### config.mk
export PLATFORM = sky130hd
export DESIGN_NAME = lm32_wb_arbiter
export DESIGN_NICKNAME = d
export VERILOG_FILES = /design/src/rtl/lm32_wb_arbiter.sv
export SDC_FILE = /design/constraint.sdc
export NUM_CORES = 1
export LEC_CHECK = 0
export CORE_AREA = 2 2 133 135
export CTS_CLUSTER_DIAMETER = 150
export DETAILED_ROUTE_END_ITERATION = 7
export DIE_AREA = 0 0 135 137
export GPL_ROUTABILITY_DRIVEN = 1
export PLACE_DENSITY = 0.62
export SETUP_SLACK_MARGIN = 0.05
export SYNTH_ARGS = -nofsm -noshare
export SYNTH_HDL_FRONTEND = slang
export SYNTH_SLANG_ARGS = --single-unit
### constraint.sdc
create_clock -name clk_i -period 2 [get_ports clk_i]
set_input_delay 0.2 -clock clk_i [delete_from_list [all_inputs] [get_ports clk_i]]
set_output_delay 0.2 -clock clk_i [all_outputs]
set_load 0.1 [all_outputs]
### src/rtl/lm32_wb_arbiter.sv
// lm32_wb_arbiter: two-master (I-bus = m0, D-bus = m1) to one-slave Wishbone
// arbiter. Round-robin grant that is held for whole cycles and locked
// sequences, with a per-access watchdog that terminates stalled accesses.
module lm32_wb_arbiter #(
   parameter int TIMEOUT = 255,
   parameter int CNT_W   = 8
) (
   input  logic        clk_i,
   input  logic        rst_i,
   input  logic [31:0] m0_adr_i,
   input  logic [31:0] m0_dat_i,
   input  logic [3:0]  m0_sel_i,
   input  logic [2:0]  m0_cti_i,
   input  logic [1:0]  m0_bte_i,
   input  logic        m0_we_i,
   input  logic        m0_lock_i,
   input  logic        m0_cyc_i,
   input  logic        m0_stb_i,
   output logic [31:0] m0_dat_o,
   output logic        m0_ack_o,
   output logic        m0_err_o,
   output logic        m0_rty_o,
   input  logic [31:0] m1_adr_i,
   input  logic [31:0] m1_dat_i,
   input  logic [3:0]  m1_sel_i,
   input  logic [2:0]  m1_cti_i,
   input  logic [1:0]  m1_bte_i,
   input  logic        m1_we_i,
   input  logic        m1_lock_i,
   input  logic        m1_cyc_i,
   input  logic        m1_stb_i,
   output logic [31:0] m1_dat_o,
   output logic        m1_ack_o,
   output logic        m1_err_o,
   output logic        m1_rty_o,
   output logic [31:0] s_adr_o,
   output logic [31:0] s_dat_o,
   output logic [3:0]  s_sel_o,
   output logic [2:0]  s_cti_o,
   output logic [1:0]  s_bte_o,
   output logic        s_we_o,
   output logic        s_lock_o,
   output logic        s_cyc_o,
   output logic        s_stb_o,
   input  logic [31:0] s_dat_i,
   input  logic        s_ack_i,
   input  logic        s_err_i,
   input  logic        s_rty_i,
   output logic        timeout_o
);

   typedef enum logic [1:0] {
      ST_IDLE = 2'd0,
      ST_GNT0 = 2'd1,
      ST_GNT1 = 2'd2
   } state_t;

   localparam logic [CNT_W-1:0] LP_TMO = CNT_W'(TIMEOUT);

   state_t             r_state;
   state_t             w_next;
   logic               r_last;      // 1: master 1 was granted most recently
   logic [CNT_W-1:0]   r_cnt;

   logic [31:0]        w_adr;
   logic [31:0]        w_wdat;
   logic [3:0]         w_sel;
   logic [2:0]         w_cti;
   logic [1:0]         w_bte;
   logic               w_we;
   logic               w_lock;
   logic               w_cyc;
   logic               w_stb;
   logic               w_g0;
   logic               w_g1;
   logic               w_resp;
   logic               w_fire;

   assign w_g0   = (r_state == ST_GNT0);
   assign w_g1   = (r_state == ST_GNT1);
   assign w_resp = s_ack_i | s_err_i | s_rty_i;

   // Watchdog fires on a waiting strobe at the limit; a real response wins.
   assign w_fire = (TIMEOUT != 0) && (w_g0 || w_g1) && w_stb
                   && (r_cnt == LP_TMO) && !w_resp;

   // Next-state arbitration: round-robin on ties, grant held by cyc or lock.
   always_comb begin
      w_next = ST_IDLE;
      case (r_state)
         ST_IDLE: begin
            if (m0_cyc_i && m1_cyc_i) begin
               w_next = r_last ? ST_GNT0 : ST_GNT1;
            end else if (m0_cyc_i) begin
               w_next = ST_GNT0;
            end else if (m1_cyc_i) begin
               w_next = ST_GNT1;
            end else begin
               w_next = ST_IDLE;
            end
         end
         ST_GNT0: begin
            if (m0_cyc_i || m0_lock_i) begin
               w_next = ST_GNT0;
            end else if (m1_cyc_i) begin
               w_next = ST_GNT1;
            end else begin
               w_next = ST_IDLE;
            end
         end
         ST_GNT1: begin
            if (m1_cyc_i || m1_lock_i) begin
               w_next = ST_GNT1;
            end else if (m0_cyc_i) begin
               w_next = ST_GNT0;
            end else begin
               w_next = ST_IDLE;
            end
         end
         default: w_next = ST_IDLE;
      endcase
   end

   // Request mux: the owner's request reaches the slave, nothing when idle.
   always_comb begin
      w_adr  = 32'h0;
      w_wdat = 32'h0;
      w_sel  = 4'h0;
      w_cti  = 3'h0;
      w_bte  = 2'h0;
      w_we   = 1'b0;
      w_lock = 1'b0;
      w_cyc  = 1'b0;
      w_stb  = 1'b0;
      case (r_state)
         ST_GNT0: begin
            w_adr  = m0_adr_i;
            w_wdat = m0_dat_i;
            w_sel  = m0_sel_i;
            w_cti  = m0_cti_i;
            w_bte  = m0_bte_i;
            w_we   = m0_we_i;
            w_lock = m0_lock_i;
            w_cyc  = m0_cyc_i;
            w_stb  = m0_stb_i;
         end
         ST_GNT1: begin
            w_adr  = m1_adr_i;
            w_wdat = m1_dat_i;
            w_sel  = m1_sel_i;
            w_cti  = m1_cti_i;
            w_bte  = m1_bte_i;
            w_we   = m1_we_i;
            w_lock = m1_lock_i;
            w_cyc  = m1_cyc_i;
            w_stb  = m1_stb_i;
         end
         default: begin
            w_adr  = 32'h0;
         end
      endcase
   end

   assign s_adr_o  = w_adr;
   assign s_dat_o  = w_wdat;
   assign s_sel_o  = w_sel;
   assign s_cti_o  = w_cti;
   assign s_bte_o  = w_bte;
   assign s_we_o   = w_we;
   assign s_lock_o = w_lock;
   assign s_cyc_o  = w_cyc & ~w_fire;
   assign s_stb_o  = w_stb & ~w_fire;

   // Responses only ever reach the granted master; watchdog adds an error.
   assign m0_dat_o  = w_g0 ? s_dat_i : 32'h0;
   assign m0_ack_o  = w_g0 & s_ack_i;
   assign m0_err_o  = w_g0 & (s_err_i | w_fire);
   assign m0_rty_o  = w_g0 & s_rty_i;
   assign m1_dat_o  = w_g1 ? s_dat_i : 32'h0;
   assign m1_ack_o  = w_g1 & s_ack_i;
   assign m1_err_o  = w_g1 & (s_err_i | w_fire);
   assign m1_rty_o  = w_g1 & s_rty_i;
   assign timeout_o = w_fire;

   // State, last-grant memory and watchdog counter.
   always_ff @(posedge clk_i or posedge rst_i) begin
      if (rst_i) begin
         r_state <= ST_IDLE;
         r_last  <= 1'b0;
         r_cnt   <= '0;
      end else begin
         r_state <= w_next;
         if (w_next == ST_GNT0) begin
            r_last <= 1'b0;
         end else if (w_next == ST_GNT1) begin
            r_last <= 1'b1;
         end
         if ((w_next != r_state) || w_resp || !s_stb_o) begin
            r_cnt <= '0;
         end else begin
            r_cnt <= r_cnt + CNT_W'(1);
         end
      end
   end

endmodule

; ---- Word-level counts from Yosys, hierarchy flattened
; Index checks and enable logic that the tools add are counted.
[op_classes]
n_eq_ne = 6
add_sub_neg = 1
mux = 22
reduce_logical = 13
n_bitwise = 12
[op_table]
columns = operator, count
row1 = one-hot mux 32 bit (2 select lines), 2
row2 = two-way mux 32 bit, 2
row3 = two-way mux 2 bit, 6
row4 = adder 8 x 1 -> 8 bit (second input constant), 1
row5 = bitwise AND 1 bit, 8
row6 = == test 8 bit (second input constant), 1
row7 = two-way mux 8 bit, 1
row8 = one-hot mux 1 bit (2 select lines), 4
row9 = one-hot mux 4 bit (2 select lines), 1
row10 = one-hot mux 2 bit (3 select lines), 1
row11 = one-hot mux 3 bit (2 select lines), 1
row12 = logical OR 1 bit, 5
row13 = == test 2 x 1 -> 1 bit (second input constant), 2
row14 = == test 2 bit (second input constant), 2
row15 = logical AND 1 bit, 4
row16 = one-hot mux 2 bit (2 select lines), 1
row17 = two-way mux 1 bit, 3
row18 = bitwise OR 1 bit, 3
row19 = zero test 1 bit, 2
row20 = zero test 2 bit, 1
row21 = inequality test 2 bit, 1
row22 = nonzero test 2 bit, 1
row23 = NOT 1 bit, 1
[totals]
wordCells = 57
reg_bits = 11
input_bits = 191
output_inout_bits = 148

; ---- Depth between registers and ports, before layout
[depth]
depth_word = 10
depth_mapped = 9
mapped_depth_nobuf = 9

; ---- Worst setup path after synthesis
; Ideal clock, no wire load.
[synth_path]
kind = reg-to-output
from = register r_state[0]
to = output port s_cyc_o
stages_incl_launch_ff = 7
path_buffers = 0
arrival_ns = 3.690
required_ns = 1.800
slack_ns = -1.890
cell_sequence = dfrtp_1 inv_1 ha_1 nor4b_1 nand2_1 nor2_2 nor3b_1
[synth_between]
elab_chain_cells = 7
word_cells_on_any_way = 10
classes_between = eq/ne: 2 / mux: 2 / bitwise: 2 / reduce/logical: 4
[synth_rtl]
columns = element, line
row1 = start: declaration, 60  ; state_t r_state;
row2 = start signal: assignment, 192  ; r_state <= w_next;
row3 = == test 2 bit / == test 2 x 1 -> 1 bit (equally long branches), "80, 135, 79"
row4 = one-hot mux 1 bit (2 select lines) / logical OR 1 bit (equally long branches), "135, 84"
row5 = logical AND 1 bit *, 84  ; assign w_fire = (TIMEOUT != 0) && (w_g0 || w_g1) && w_stb
row6 = logical AND 1 bit * (2 in series), 85  ; && (r_cnt == LP_TMO) && !w_resp;
row7 = via timeout_o, 49  ; output logic timeout_o
row8 = NOT 1 bit *, 171  ; assign s_cyc_o = w_cyc & ~w_fire;
row9 = bitwise AND 1 bit *, 171
row10 = end: declaration, 43  ; output logic s_cyc_o,
; The timed path passes the listed nets; every way through them passes the cells marked *.

; ---- Final worst setup path
[layout_path]
from = register r_state[1]
to = output port s_stb_o
[layout_between]
elab_chain_cells = 7
word_cells_on_any_way = 9
classes_between = eq/ne: 2 / mux: 1 / bitwise: 2 / reduce/logical: 4
[layout_rtl]
columns = element, line
row1 = == test 2 bit / == test 2 x 1 -> 1 bit (equally long branches), "80, 135, 79"
row2 = one-hot mux 1 bit (2 select lines) / logical OR 1 bit (equally long branches), "135, 84"
row3 = logical AND 1 bit, 84
row4 = logical AND 1 bit (2 in series), 85
row5 = NOT 1 bit, 172  ; assign s_stb_o = w_stb & ~w_fire;
row6 = bitwise AND 1 bit *, 172
row7 = end: declaration, 44  ; output logic s_stb_o,
; Mark *: on every way between the ends. The rest lies on a longest branch, timed or not.

==> flow_metrics.py <==
metrics = {
    "setup_path": {
        "start_kind": "flop",
        "cp_num_buf_inv": 2,
        "timing.rr.end": "r_cnt[4]",
        "crit_type": "flop to primary output",
        "slowest_stage": "dfrtp_1",
        "r2r_cells": 9,
        "ff2ff_setup_slack_ns": -0.07,
        "timing.rr.start": "r_state[1]",
        "critPathMaxStageDelay_ns": 0.38,
        "cp_data_required_time_ns": 1.80,
        "crit_chain": "inv_2 -> ha_4 -> nor4b_4 -> nand2_2 -> nor2_4 -> and3b_4 -> buf_12",
        "crit_family": "simple AND/OR/NAND/NOR gates",
        "critPathMaxFanout": 4,
        "cp.arrival_ns": 1.97,
        "end_kind": "primary output",
    },
    "drt": {
        "drc": 0,
        "wl_mm": 18.3,
        "viasPerCell": 4.41,
        "drtIter0Drc": 82,
        "firstDrtPassIters": 4,
        "vias": 3999,
        "ant_nets": 0,
        "avgRoutedWirePerCell_um": 20.2,
    },
    "die": {
        "core-area_um2": 17100,
        "die_w_um": 135,
        "ios": 339,
        "die_h_um": 137,
        "fp-row-count": 48,
        "start_util_pct": 13.5,
        "die_area_um2": 18500,
    },
    "global_route": {
        "grtUsageTotal_pct": 17.5,
        "busiest_layer": "met2",
        "grt_use_met1_pct": 19.3,
        "grt_max_degree": 78,
        "grt_pass1_wl_mm": 24.8,
        "grt_pass1_vias": 4284,
        "antenna_found_initial": 0,
        "met3_usage_pct": 4.07,
        "grt_overflow": 0,
        "grt_use_met2_pct": 33.9,
    },
    "placed_design": {
        "hpwl_mm": 12.7,
        "gp_congestion": 0.784,
        "placed_area_um2": 8260,
        "io_buffers": 338,
        "place_inst": 868,
    },
    "clock_network": {
        "clk_pin_slew_worst_paths_ns": 0.04,
        "cts_root_buf": "clkbuf_16",
        "numCtsBuffers": 3,
        "clockBufferDepth": 2,
        "cts_tree": "yes",
        "cts_sinks": 11,
        "htreeDepth": 1,
        "clk_latency_ns": 0.24,
    },
    "layout": {
        "fin_area_um2": 9530,
        "antenna_cells": 0,
        "syn2layout_area_growth_pct": 313,
        "layout.nets": 879,
        "num-fill-cells": 1385,
        "stdcell_count": 906,
        "layout_common_cells": "clkdlybuf4s50_1 (190), buf_12 (162), a22oi_2 (75), nor2b_4 (75), and2_4 (40)",
        "drive_above_1_share_pct": 65.5,
        "final_common_cell": "clkdlybuf4s50_1",
    },
    "synthesis": {
        "yosys.area_share.adder_pct": 3.25,
        "synth_top_family_by_area": "simple AND/OR/NAND/NOR gates",
        "synth-simple-area-share_pct": 46.7,
        "synth_compound_area_share_pct": 28.6,
        "syn_inst": 323,
        "synth_seq_cells": 11,
        "synth_edf_count": 0,
        "synthFlopType": "dfrtp_1",
        "ys_types": 32,
        "synthArstFlopShare_pct": 100,
        "synthXorXnorAreaFrac_pct": 3.68,
        "syn_avg_cell_area_um2": 7.15,
        "ys_seq_area_share_pct": 11.9,
        "synth_area_um2": 2310,
        "yosys_warnings": 0,
        "synth_nets": 520,
        "synth_mux_area_share_pct": 0,
    },
    "sta": {
        "period_needed_ns": 2.17,
        "fmax_ghz": 0.461,
        "skew_ns": 0.00493,
        "min_period_over_period_pct": 108,
        "setup_tns_ns": -1.62,
        "setup_viol": 47,
        "relSlewSlack_pct": 71.2,
        "timing_hold_violations_final": 0,
        "slew_viol_final": 0,
        "setup_ws_ns": -0.168,
        "tightest_slew_ns": 0.431,
        "rsz0062_at_grt": "true",
    },
    "pwr": {
        "power_density_nw_per_um2": 1930,
        "vdd_drop_max_v": 0.00101,
        "power_w": 0.0184,
        "leakage_nw": 3.58,
    },
    "run": {
        "cap_violations": 0,
    },
    "worst_hold_path": {
        "hold_path.class": "input pin to async pin",
    },
    "run_status": {
        "status": "complete, but fails checks",
        "violations": "negative setup slack",
    },
}
-- flip-flops by register name, indices dropped and copies added (netlist names) --
name and cells:
r_last 1, r_cnt 8, r_state 2
-- per-stage QoR --
stage	setup slack, ns	utilization (%)	hold slack [ns]
after floorplan	-0.291	-	0.0524
after global placement	0.0671	48.4	0.508
after detailed placement	-0.0849	48.4	0.513
after CTS	-0.149	54.2	0.263
after global routing	-0.222	55.9	0.321
final	-0.168	55.9	0.260
-- timing repair --
action	4_1_cts	5_1_grt
hold buffers	0	0
pin swaps	18	53
cloned	10	9
buffers inserted	13	9
endpoints found under the setup margin	109	127
resized for setup	113	48
-- power breakdown --
part	internal, W	leakage, nW	switching (W)
clock	0.000267	0.0382	0.0000974
sequential	0.000255	0.148	0.0000259
combinational	0.00748	3.40	0.0103
-- cell type report --
type	count	area, um2	area share, %
multi-input cells	276	3160	33.1
clock buffers	4	78.8	0.827
well taps	225	282	2.95
inverters	4	15.0	0.158
flip-flops and latches	11	275	2.89
repair buffers	386	5720	60.0
-- worst reg2reg max path, cell delays in order, from the launching register on --
cell	delay [ns]
dfrtp_1	0.40
buf_6	0.14
ha_4	0.19
buf_16	0.16
nor2b_1	0.13
o211ai_1	0.20
a21oi_2	0.10
buf_6	0.14
xnor2_4	0.20
nor4_2	0.31
-- layer usage --
metal / wire length [um] / vias up
met2: 10100 / 194
met4: 407 / 0
met1: 6560 / 1918
met5: 0 / -
li1: - / 1866
met3: 1270 / 21
-- worst max path at each step --
stage / startpoint / to / slack [ns] / cells after the start
floorplan: r_state[0] / m0_err_o / -0.29 / 6
global placement: r_state[1] / r_last / 0.07 / 10
detailed placement: r_state[1] / r_last / -0.08 / 10
CTS: r_state[0] / s_stb_o / -0.15 / 7
global route: r_state[1] / s_stb_o / -0.22 / 7
finish: r_state[1] / s_stb_o / -0.17 / 7
-- synthesized netlist by cell type (4+ instances only) --
library cell / instances / area (um2)
nand2_1: 7 / 26.3
nor4_1: 6 / 37.5
a22oi_1: 76 / 571
ha_1: 6 / 75.1
and2_1: 68 / 425
buf_1: 5 / 18.8
xnor2_1: 4 / 35.0
clkbuf_1: 27 / 101
nor2b_1: 78 / 488
dfrtp_1: 11 / 275
inv_1: 4 / 15.0
-- cell families (layout without fill, tap and decap cells) --
| kind of cell | after synthesis | count (layout) |
|---|---|---|
| flip-flops | 11 | 11 |
| AO/OA/AOI/OAI | 87 | 87 |
| adder cells (fa/ha/maj) | 6 | 6 |
| AND/OR/NAND/NOR | 175 | 175 |
| XOR/XNOR | 8 | 8 |
| buffers and inverters | 36 | 394 |
(Power assumes the default switching activity.)
